`config.mk`:
```
export PLATFORM = sky130hd
export DESIGN_NAME = ibex_mem_arbiter
export DESIGN_NICKNAME = d
export VERILOG_FILES = /design/src/rtl/ibex_mem_arb_pkg.sv /design/src/rtl/ibex_mem_arb_fifo.sv /design/src/rtl/ibex_mem_arbiter.sv
export SDC_FILE = /design/constraint.sdc
export NUM_CORES = 1
export LEC_CHECK = 0
export CAP_MARGIN = 20
export CORE_AREA = 8 8 104 106
export CTS_BUF_LIST = sky130_fd_sc_hd__clkbuf_8 sky130_fd_sc_hd__clkbuf_16
export DETAILED_ROUTE_END_ITERATION = 10
export DIE_AREA = 0 0 112 114
export PLACE_DENSITY = 0.72
export RECOVER_POWER = 25
export REMOVE_ABC_BUFFERS = 1
export SLEW_MARGIN = 15
export SYNTH_ARGS = -nofsm -noshare
export SYNTH_HDL_FRONTEND = slang
export SYNTH_SLANG_ARGS = --single-unit
```
`constraint.sdc`:
```
create_clock -name clk_i -period 2.49 [get_ports clk_i]
set_clock_uncertainty 0.15 [all_clocks]
set_input_delay 0.249 -clock clk_i [delete_from_list [all_inputs] [get_ports clk_i]]
set_output_delay 0.249 -clock clk_i [all_outputs]
set_load 0.005 [all_outputs]
```
`src/rtl/ibex_mem_arb_pkg.sv`:
```
// ibex_mem_arb_pkg: shared types and default parameters for the memory arbiter
package ibex_mem_arb_pkg;

    typedef enum logic {
        SRC_INSTR = 1'b0,
        SRC_DATA  = 1'b1
    } mem_src_e;

    localparam int unsigned ADDR_WIDTH_DEF      = 32;
    localparam int unsigned DATA_WIDTH_DEF      = 32;
    localparam int unsigned MAX_OUTSTANDING_DEF = 2;
    localparam int unsigned STARVE_LIMIT_DEF    = 4;

endpackage

```
`src/rtl/ibex_mem_arb_fifo.sv`:
```
// ibex_mem_arb_fifo: source-tag FIFO recording which requester owns each outstanding transaction
module ibex_mem_arb_fifo
    import ibex_mem_arb_pkg::*;
#(
    parameter int unsigned DEPTH = MAX_OUTSTANDING_DEF
) (
    input  logic     clk_i,
    input  logic     rst_ni,
    input  logic     push,
    input  logic     pop,
    input  mem_src_e wdata,
    output mem_src_e head,
    output logic     full,
    output logic     empty
);
    localparam int unsigned PW = (DEPTH > 1) ? $clog2(DEPTH) : 1;
    localparam int unsigned CW = $clog2(DEPTH + 1);

    mem_src_e      mem [DEPTH];
    logic [PW-1:0] wptr, rptr;
    logic [CW-1:0] cnt, cnt_next;
    logic          full_q;

    function automatic logic [PW-1:0] inc(input logic [PW-1:0] p);
        return (p == PW'(DEPTH - 1)) ? '0 : p + 1'b1;
    endfunction

    assign cnt_next = cnt + CW'(push) - CW'(pop);
    assign head     = mem[rptr];
    assign full     = full_q;
    assign empty    = (cnt == '0);

    // tag storage; entries are only read while the count marks them valid, so no reset
    always_ff @(posedge clk_i) begin
        if (push) mem[wptr] <= wdata;
    end

    // pointers, occupancy and a registered full flag so the request path never sees rvalid
    always_ff @(posedge clk_i or negedge rst_ni) begin
        if (!rst_ni) begin
            wptr   <= '0;
            rptr   <= '0;
            cnt    <= '0;
            full_q <= 1'b0;
        end else begin
            if (push) wptr <= inc(wptr);
            if (pop) rptr <= inc(rptr);
            cnt    <= cnt_next;
            full_q <= (cnt_next == CW'(DEPTH));
        end
    end

endmodule

```
`src/rtl/ibex_mem_arbiter.sv`:
```
// ibex_mem_arbiter: merges instruction-fetch and load/store ports onto one req/gnt/rvalid memory bus
module ibex_mem_arbiter
    import ibex_mem_arb_pkg::*;
#(
    parameter int unsigned ADDR_WIDTH      = ADDR_WIDTH_DEF,
    parameter int unsigned DATA_WIDTH      = DATA_WIDTH_DEF,
    parameter int unsigned MAX_OUTSTANDING = MAX_OUTSTANDING_DEF,
    parameter int unsigned STARVE_LIMIT    = STARVE_LIMIT_DEF
) (
    input  logic                    clk_i,
    input  logic                    rst_ni,
    input  logic                    instr_req_i,
    output logic                    instr_gnt_o,
    input  logic [ADDR_WIDTH-1:0]   instr_addr_i,
    output logic                    instr_rvalid_o,
    output logic                    instr_err_o,
    output logic [DATA_WIDTH-1:0]   instr_rdata_o,
    input  logic                    data_req_i,
    output logic                    data_gnt_o,
    input  logic                    data_we_i,
    input  logic [DATA_WIDTH/8-1:0] data_be_i,
    input  logic [ADDR_WIDTH-1:0]   data_addr_i,
    input  logic [DATA_WIDTH-1:0]   data_wdata_i,
    output logic                    data_rvalid_o,
    output logic                    data_err_o,
    output logic [DATA_WIDTH-1:0]   data_rdata_o,
    output logic                    mem_req_o,
    input  logic                    mem_gnt_i,
    output logic                    mem_we_o,
    output logic [DATA_WIDTH/8-1:0] mem_be_o,
    output logic [ADDR_WIDTH-1:0]   mem_addr_o,
    output logic [DATA_WIDTH-1:0]   mem_wdata_o,
    input  logic                    mem_rvalid_i,
    input  logic                    mem_err_i,
    input  logic [DATA_WIDTH-1:0]   mem_rdata_i,
    output logic                    busy_o
);
    localparam int unsigned SW = $clog2(STARVE_LIMIT + 1);

    logic          active_q, lock_q, fifo_full, fifo_empty, hs, pop, is_instr;
    logic [SW-1:0] starve_q;
    mem_src_e      sel, sel_q, head;

    // a locked source keeps the port; otherwise data wins unless instruction has starved
    assign sel = lock_q ? sel_q :
                 (starve_q == SW'(STARVE_LIMIT) && instr_req_i) ? SRC_INSTR :
                 data_req_i ? SRC_DATA : SRC_INSTR;

    assign is_instr  = (sel == SRC_INSTR);
    assign mem_req_o = active_q & (instr_req_i | data_req_i) & ~fifo_full;
    assign hs        = mem_req_o & mem_gnt_i;

    assign mem_addr_o  = is_instr ? instr_addr_i : data_addr_i;
    assign mem_we_o    = ~is_instr & data_we_i;
    assign mem_be_o    = is_instr ? '1 : data_be_i;
    assign mem_wdata_o = is_instr ? '0 : data_wdata_i;

    assign instr_gnt_o = hs & is_instr;
    assign data_gnt_o  = hs & ~is_instr;

    // responses with nothing outstanding (e.g. stale after reset) are swallowed here
    assign pop            = mem_rvalid_i & ~fifo_empty;
    assign instr_rvalid_o = pop & (head == SRC_INSTR);
    assign data_rvalid_o  = pop & (head == SRC_DATA);
    assign instr_err_o    = instr_rvalid_o & mem_err_i;
    assign data_err_o     = data_rvalid_o & mem_err_i;
    assign instr_rdata_o  = mem_rdata_i;
    assign data_rdata_o   = mem_rdata_i;
    assign busy_o         = ~fifo_empty;

    ibex_mem_arb_fifo #(
        .DEPTH(MAX_OUTSTANDING)
    ) u_fifo (
        .clk_i (clk_i),
        .rst_ni(rst_ni),
        .push  (hs),
        .pop   (pop),
        .wdata (sel),
        .head  (head),
        .full  (fifo_full),
        .empty (fifo_empty)
    );

    // hold requests off until the first clock edge after reset release
    always_ff @(posedge clk_i or negedge rst_ni) begin
        if (!rst_ni) active_q <= 1'b0;
        else active_q <= 1'b1;
    end

    // freeze the winner of a stalled request so its payload stays on the bus until granted
    always_ff @(posedge clk_i or negedge rst_ni) begin
        if (!rst_ni) begin
            lock_q <= 1'b0;
            sel_q  <= SRC_DATA;
        end else if (mem_req_o && !mem_gnt_i) begin
            lock_q <= 1'b1;
            sel_q  <= sel;
        end else if (hs) begin
            lock_q <= 1'b0;
        end
    end

    // count data grants taken while instruction waits, saturating at the limit
    always_ff @(posedge clk_i or negedge rst_ni) begin
        if (!rst_ni) starve_q <= '0;
        else if (!instr_req_i || instr_gnt_o) starve_q <= '0;
        else if (data_gnt_o && starve_q != SW'(STARVE_LIMIT)) starve_q <= starve_q + 1'b1;
    end

    // the memory must never respond without an outstanding transaction
    assert property (@(posedge clk_i) disable iff (!rst_ni) !(mem_rvalid_i && fifo_empty))
        else $warning("ibex_mem_arbiter: mem_rvalid_i with no outstanding transaction");

endmodule
```
Yosys cells after proc, flatten, opt, wreduce, memory -nomap -nowiden

Memories as Yosys holds them, arrays and structs flattened.
Index checks and enable logic that the tools add are counted.

Add/sub/neg operators: 5
Eq/ne operators: 3
Mux-type cells: 14
Bitwise logic cells: 16
Reduce and logical (&&, ||, !) cells: 9

Operator list:

| kind                  | number |
|---|---|
| $mux W32              | 2 |
| $and A1 B1 Y1         | 11 |
| $mux W1               | 9 |
| $mux W3               | 2 |
| $mux W4               | 1 |
| $not A1 Y1            | 4 |
| $reduce_bool A2 Y1    | 2 |
| $add A3 B1 Y3 const B | 1 |
| $eq A3 B3 Y1 const B  | 1 |
| $logic_and A1 B1 Y1   | 3 |
| $ne A3 B3 Y1 const B  | 1 |
| $add A1 B1 Y1 const B | 2 |
| $add A2 B1 Y2         | 1 |
| $eq A2 B2 Y1 const B  | 1 |
| $logic_not A1 Y1      | 2 |
| $logic_not A2 Y1      | 1 |
| $sub A2 B1 Y2         | 1 |
| $logic_or A1 B1 Y1    | 1 |
| $or A1 B1 Y1          | 1 |

Memories: 1
Flip-flop bits (word level): 11
Logic and storage cells: 56
Output and inout port bits: 141
RAM bits: 2

Memory list:

| name       | depth | bits a word | rd ports | clocked after Yosys merged registers in | wr ports | line                    | source |
|---|---|---|---|---|---|---|---|
| u_fifo.mem | 2     | 1           | 1        | 0                                       | 1        | ibex_mem_arb_fifo.sv:19 | `mem_src_e mem [DEPTH];` |

Logic depth before layout (Yosys ltp)

Word-level depth: 8
Gate-level depth with buffers: 9
Gate-level depth less buffers: 9

Modules after synthesis

From an unflattened synthesis, not the netlist that was laid out.

Cell total of the unflattened synthesis: 212
Area, all modules: 1855.5 um^2

Modules (own cells, without submodules):

| module            | instances | cells each | area an instance (um^2) |
|---|---|---|---|
| ibex_mem_arbiter  | 1         | 190        | 1554.0 |
| ibex_mem_arb_fifo | 1         | 22         | 301.5 |

Worst setup path before layout

No wires, ideal clock.

Path type: reg2reg
Start point: reg u_fifo.cnt[0]
End point: reg u_fifo.full_q (netlist: u_fifo.full)
Period minus slack after synthesis: 1.991 ns
Data required time: 2.267 ns
Slack: 0.499 ns
Arrival time: 1.768 ns
Cell stages (with the launch flop): 10
Setup time: 0.073 ns
Path buffers: 0
Cells stage by stage: dfrtp_1 -> or2_2 -> nand2_1 -> inv_1 -> ha_1 -> inv_1 -> ha_1 -> xnor2_1 -> xnor2_1 -> nor2b_1

Cells in the longest elaborated chain, start to end: 5

Ends and longest elaborated chain:

| item                     | line                    | source |
|---|---|---|
| start: declaration       | ibex_mem_arb_fifo.sv:21 | `logic [CW-1:0] cnt, cnt_next;` |
| start signal: assignment | ibex_mem_arb_fifo.sv:48 | `cnt <= cnt_next;` |
| $logic_not A2 Y1         | ibex_mem_arb_fifo.sv:31 | `assign empty = (cnt == '0);` |
| $not A1 Y1               | --                      |  |
| net busy_o               | ibex_mem_arbiter.sv:36  | `output logic busy_o` |
| $and A1 B1 Y1            | ibex_mem_arbiter.sv:62  | `assign pop = mem_rvalid_i & ~fifo_empty;` |
| net pop                  | ibex_mem_arbiter.sv:40  | `logic active_q, lock_q, fifo_full, fifo_empty, hs, pop, is_instr;` |
| $sub A2 B1 Y2            | ibex_mem_arb_fifo.sv:28 | `assign cnt_next = cnt + CW'(push) - CW'(pop);` |
| net u_fifo.cnt_next[1]   | ibex_mem_arb_fifo.sv:21 |  |
| $eq A2 B2 Y1             | ibex_mem_arb_fifo.sv:49 | `full_q <= (cnt_next == CW'(DEPTH));` |
| end signal: assignment   | ibex_mem_arb_fifo.sv:49 |  |
| end: declaration         | ibex_mem_arb_fifo.sv:22 | `logic full_q;` |

The timed path passes the listed nets, and every way through them passes these cells.
A chain may end at the register's enable or synchronous reset.

Worst setup path after layout

Start point: reg starve_q[1]
End point: out mem_wdata_o[30]

Cells in the longest elaborated chain, start to end: 5

Ends and longest elaborated chain:

| item                     | line                    | source |
|---|---|---|
| start: declaration       | ibex_mem_arbiter.sv:41  | `logic [SW-1:0] starve_q;` |
| start signal: assignment | ibex_mem_arbiter.sv:107 | `else if (data_gnt_o && starve_q != SW'(STARVE_LIMIT)) starve_q <= starve_q + 1'b1;` |
| $eq A3 B3 Y1             | ibex_mem_arbiter.sv:46  | `(starve_q == SW'(STARVE_LIMIT) && instr_req_i) ? SRC_INSTR :` |
| $logic_and A1 B1 Y1      | ibex_mem_arbiter.sv:46  |  |
| $mux W1                  | ibex_mem_arbiter.sv:46  |  |
| $mux W1                  | ibex_mem_arbiter.sv:45  | `assign sel = lock_q ? sel_q :` |
| $mux W32                 | ibex_mem_arbiter.sv:56  | `assign mem_wdata_o = is_instr ? '0 : data_wdata_i;` |
| end: declaration         | ibex_mem_arbiter.sv:32  | `output logic [DATA_WIDTH-1:0] mem_wdata_o,` |

No other way between the ends.

==> run_results.csv <==
group,metric,value,unit
hold_path,holdCritPathClass,"input port to async pin",
global_routing,grt_first_pass_wirelength,14700,um
cells_and_area,antennaDiodeCount,0,
timing,finalSetupTns,0,ns
timing,hold_viol_final,0,
timing,slew_viol_final,0,
global_routing,grt_max_degree,38,
power,ir_drop,202,uV
timing,grt_setup_unrepaired,"false",
global_routing,antenna_found_initial,0,
clock_network,cts_tree,"yes",
power,power_density,664,nW/um^2
synth,ys_warn_count,0,
synth,yosys.area.top_type_share,26.7,%
die,num_rows,35,
global_routing,grt_pass1_vias,2232,
cells_and_area,layout-drive-gt1-share,24.6,%
clock_network,postCtsHoldBufs,0,
drt,drtIter0Drc,44,
global_routing,grt_usage,15.6,%
run,maxCapViolations,0,
worst_setup_path,crit_fanout,37,
timing,setup_viol,0,
run_status,status,"completed",
synth,avgSynthCellArea,8.76,um^2
place,dpl.cell_count,442,
drt,wl_per_cell,23.0,um
die,io_pins,281,
timing,maxSlewHeadroom,65.9,%
synth,synth_area,1830,um^2
die,dieWidth,112,um
drt,final_antenna_net_count,0,
synth,synth_edf_count,2,
synth,yosys.area.top_type,"buf_4",
synth,synth_ff_type,"dfrtp_1",
global_routing,met1_usage,18.1,%
clock_network,path_clk_slew,0.06,ns
worst_setup_path,cp.required,2.09,ns
worst_setup_path,critPathArrivalTime,1.97,ns
worst_setup_path,critPathKind,"register to output pin",
synth,async_flop_share,84.6,%
global_routing,grt.busiest_layer,"met2",
cells_and_area,final_core_util,37.3,%
synth,ys_types,31,
place,dpl_cell_area,3380,um^2
place,io_buffers,184,
timing,worst_slew_pin_slew,0.511,ns
place,place.gp.congestion,0.788,
drt,vias,1930,
die,core,9110,um^2
clock_network,cts_buffers,3,
synth,synthCells,209,
cells_and_area,layoutNonFillerInstCount,452,
synth,synthTopCellsByArea,"buf_4 (27%), mux2_2 (21%), dfrtp_1 (14%)",
global_routing,grtUsageMet3,13.4,%
die,fp.dieH,114,um
cells_and_area,fin_nets,486,
clock_network,cts.sinks,13,
clock_network,root_buffer,"clkbuf_8",
drt,drt-vias-per-instance,4.27,
die,start_util,20.1,%
global_routing,gr-total-overflow,0,
cells_and_area,postLayoutCellArea,3400,um^2
place,dp_hpwl,9100,um
global_routing,use_met2,20.3,%
die,dieArea,12800,um^2
drt,firstDrtPassIters,3,
timing,post-route-period-util,95.0,%
synth,ys_seq_area_share,18.4,%
timing,worst_hold_slack,0.190,ns
drt,drc,0,
clock_network,htreeDepth,1,
timing,period_minus_slack,2.36,ns
cells_and_area,area_growth_syn_to_layout,85.7,%
clock_network,cts_buffer_depth,2,
worst_setup_path,start_kind,"register",
power,leakage,0.00159,uW
clock_network,clkLatencyLatePin,0.25,ns
synth,synth-seq-cells,13,
worst_setup_path,cp-end-kind,"output pin",
drt,totalWireLength,10400,um
timing,max_freq,0.423,GHz
[worst max-delay path: stages (launching register included)]
cell	delay (ns)
dfrtp_1	0.39
inv_2	0.07
ha_4	0.15
nand3_4	0.08
a21oi_4	0.21
buf_6	0.13
inv_2	0.05
buf_12	0.15
and2_1	0.19
dlygate4sd2_1	0.28
[stage by stage]
step / setup WS [ns] / power, uW
finish: 0.125 / 2260
global route: 0.00296 / 2450
CTS: -0.0128 / 2350
detailed placement: -0.0657 / 2210
global placement: -0.0102 / 2200
floorplan: 0.0883 / 1030
[routing by layer]
layer  up-vias  part of all wire (%)
li1        877                     -
met1       878                    41
met2       165                    39
met3         8                    19
met4         2                  0.95
met5         -                  0.55
[state kept, by name, indices dropped and copies added, names as in the netlist]
signal	flops
active_q	1
lock_q	1
sel_q	1
starve_q	3
u_fifo.cnt	2
u_fifo.full	1
u_fifo.mem	2
u_fifo.rptr	1
u_fifo.wptr	1
[synthesized netlist by cell type (3+ instances only)]
cell,number
nand2b_1,5
buf_4,65
nor2_1,6
ha_1,4
buf_6,3
dfrtp_1,10
xnor2_1,4
mux2_2,34
and2_1,35
nand2_1,6
inv_1,8
[logic make-up (layout without fill, tap and decap cells)]
family / Yosys count / count (layout) / share of synthesized area (%)
flip-flops: 13 / 13 / 18.4
AO/OA/AOI/OAI: 6 / 6 / 3.49
XOR/XNOR: 4 / 4 / 1.91
multiplexers: 35 / 35 / 21.5
adder cells (fa/ha/maj): 4 / 4 / 2.73
AND/OR/NAND/NOR: 65 / 65 / 20.5
other: 1 / 1 / 0.205
buffers and inverters: 81 / 213 / 31.3
[timing repair]
item | 4_1_cts | 5_1_grt
pin swaps | 2 | 1
buffers inserted | 5 | 0
resized for setup | 97 | 23
setup endpoints to repair | 70 | 39
cloned | 1 | 0
[final cells by class]
type                            instances  area [um^2]
Sequential cell                        13          337
Clock buffer                            3         41.3
Clock inverter                          1         3.75
Timing Repair Buffer                  200         1890
Tap cell                              111          139
Fill cell                             958         5710
Inverter                                9         33.8
Multi-Input combinational cell        115          956
[worst paths after layout]
path | cells past startpoint | start | end | slack [ns]
min reg2reg | 1 | u_fifo.cnt[1] | u_fifo.cnt[1] | 0.34
max in group asynchronous | 1 | rst_ni | sel_q | 1.64
max | 9 | starve_q[1] | mem_wdata_o[30] | 0.13
min in group clk_i | 1 | u_fifo.cnt[1] | u_fifo.cnt[1] | 0.34
max reg2reg | 9 | u_fifo.cnt[0] | u_fifo.full | 0.36
min | 1 | rst_ni | u_fifo.cnt[1] | 0.19
[where the power goes]
group	leakage (uW)	internal, uW	total [uW]	switching (uW)
combinational	0.00141	1060	1730	672
clock	0.0000269	109	190	80.6
sequential	0.000153	290	333	42.9
total	0.00159	1460	2260	796
[cell usage in the layout, fill, tap and decap left out, types with 2 or more instances in the layout]
master | Yosys | layout
buf_4 | 65 | 9
edfxtp_1 | 2 | 2
dlygate4sd2_1 | 0 | 49
and2_1 | 35 | 34
nor3_1 | 2 | 2
xnor2_1 | 4 | 4
o32ai_1 | 2 | 2
buf_6 | 3 | 3
inv_1 | 8 | 7
dlymetal6s2s_1 | 0 | 4
and3_1 | 2 | 2
ha_1 | 4 | 3
clkbuf_2 | 0 | 18
nor2_1 | 6 | 6
clkbuf_8 | 0 | 3
mux2_2 | 34 | 34
dfrtp_1 | 10 | 10
clkdlybuf4s50_1 | 0 | 113
o221a_2 | 2 | 2
inv_2 | 1 | 3
buf_12 | 0 | 3
nand2b_1 | 5 | 5
nand2_1 | 6 | 6
Note: power is estimated with default switching activity, not from simulation.
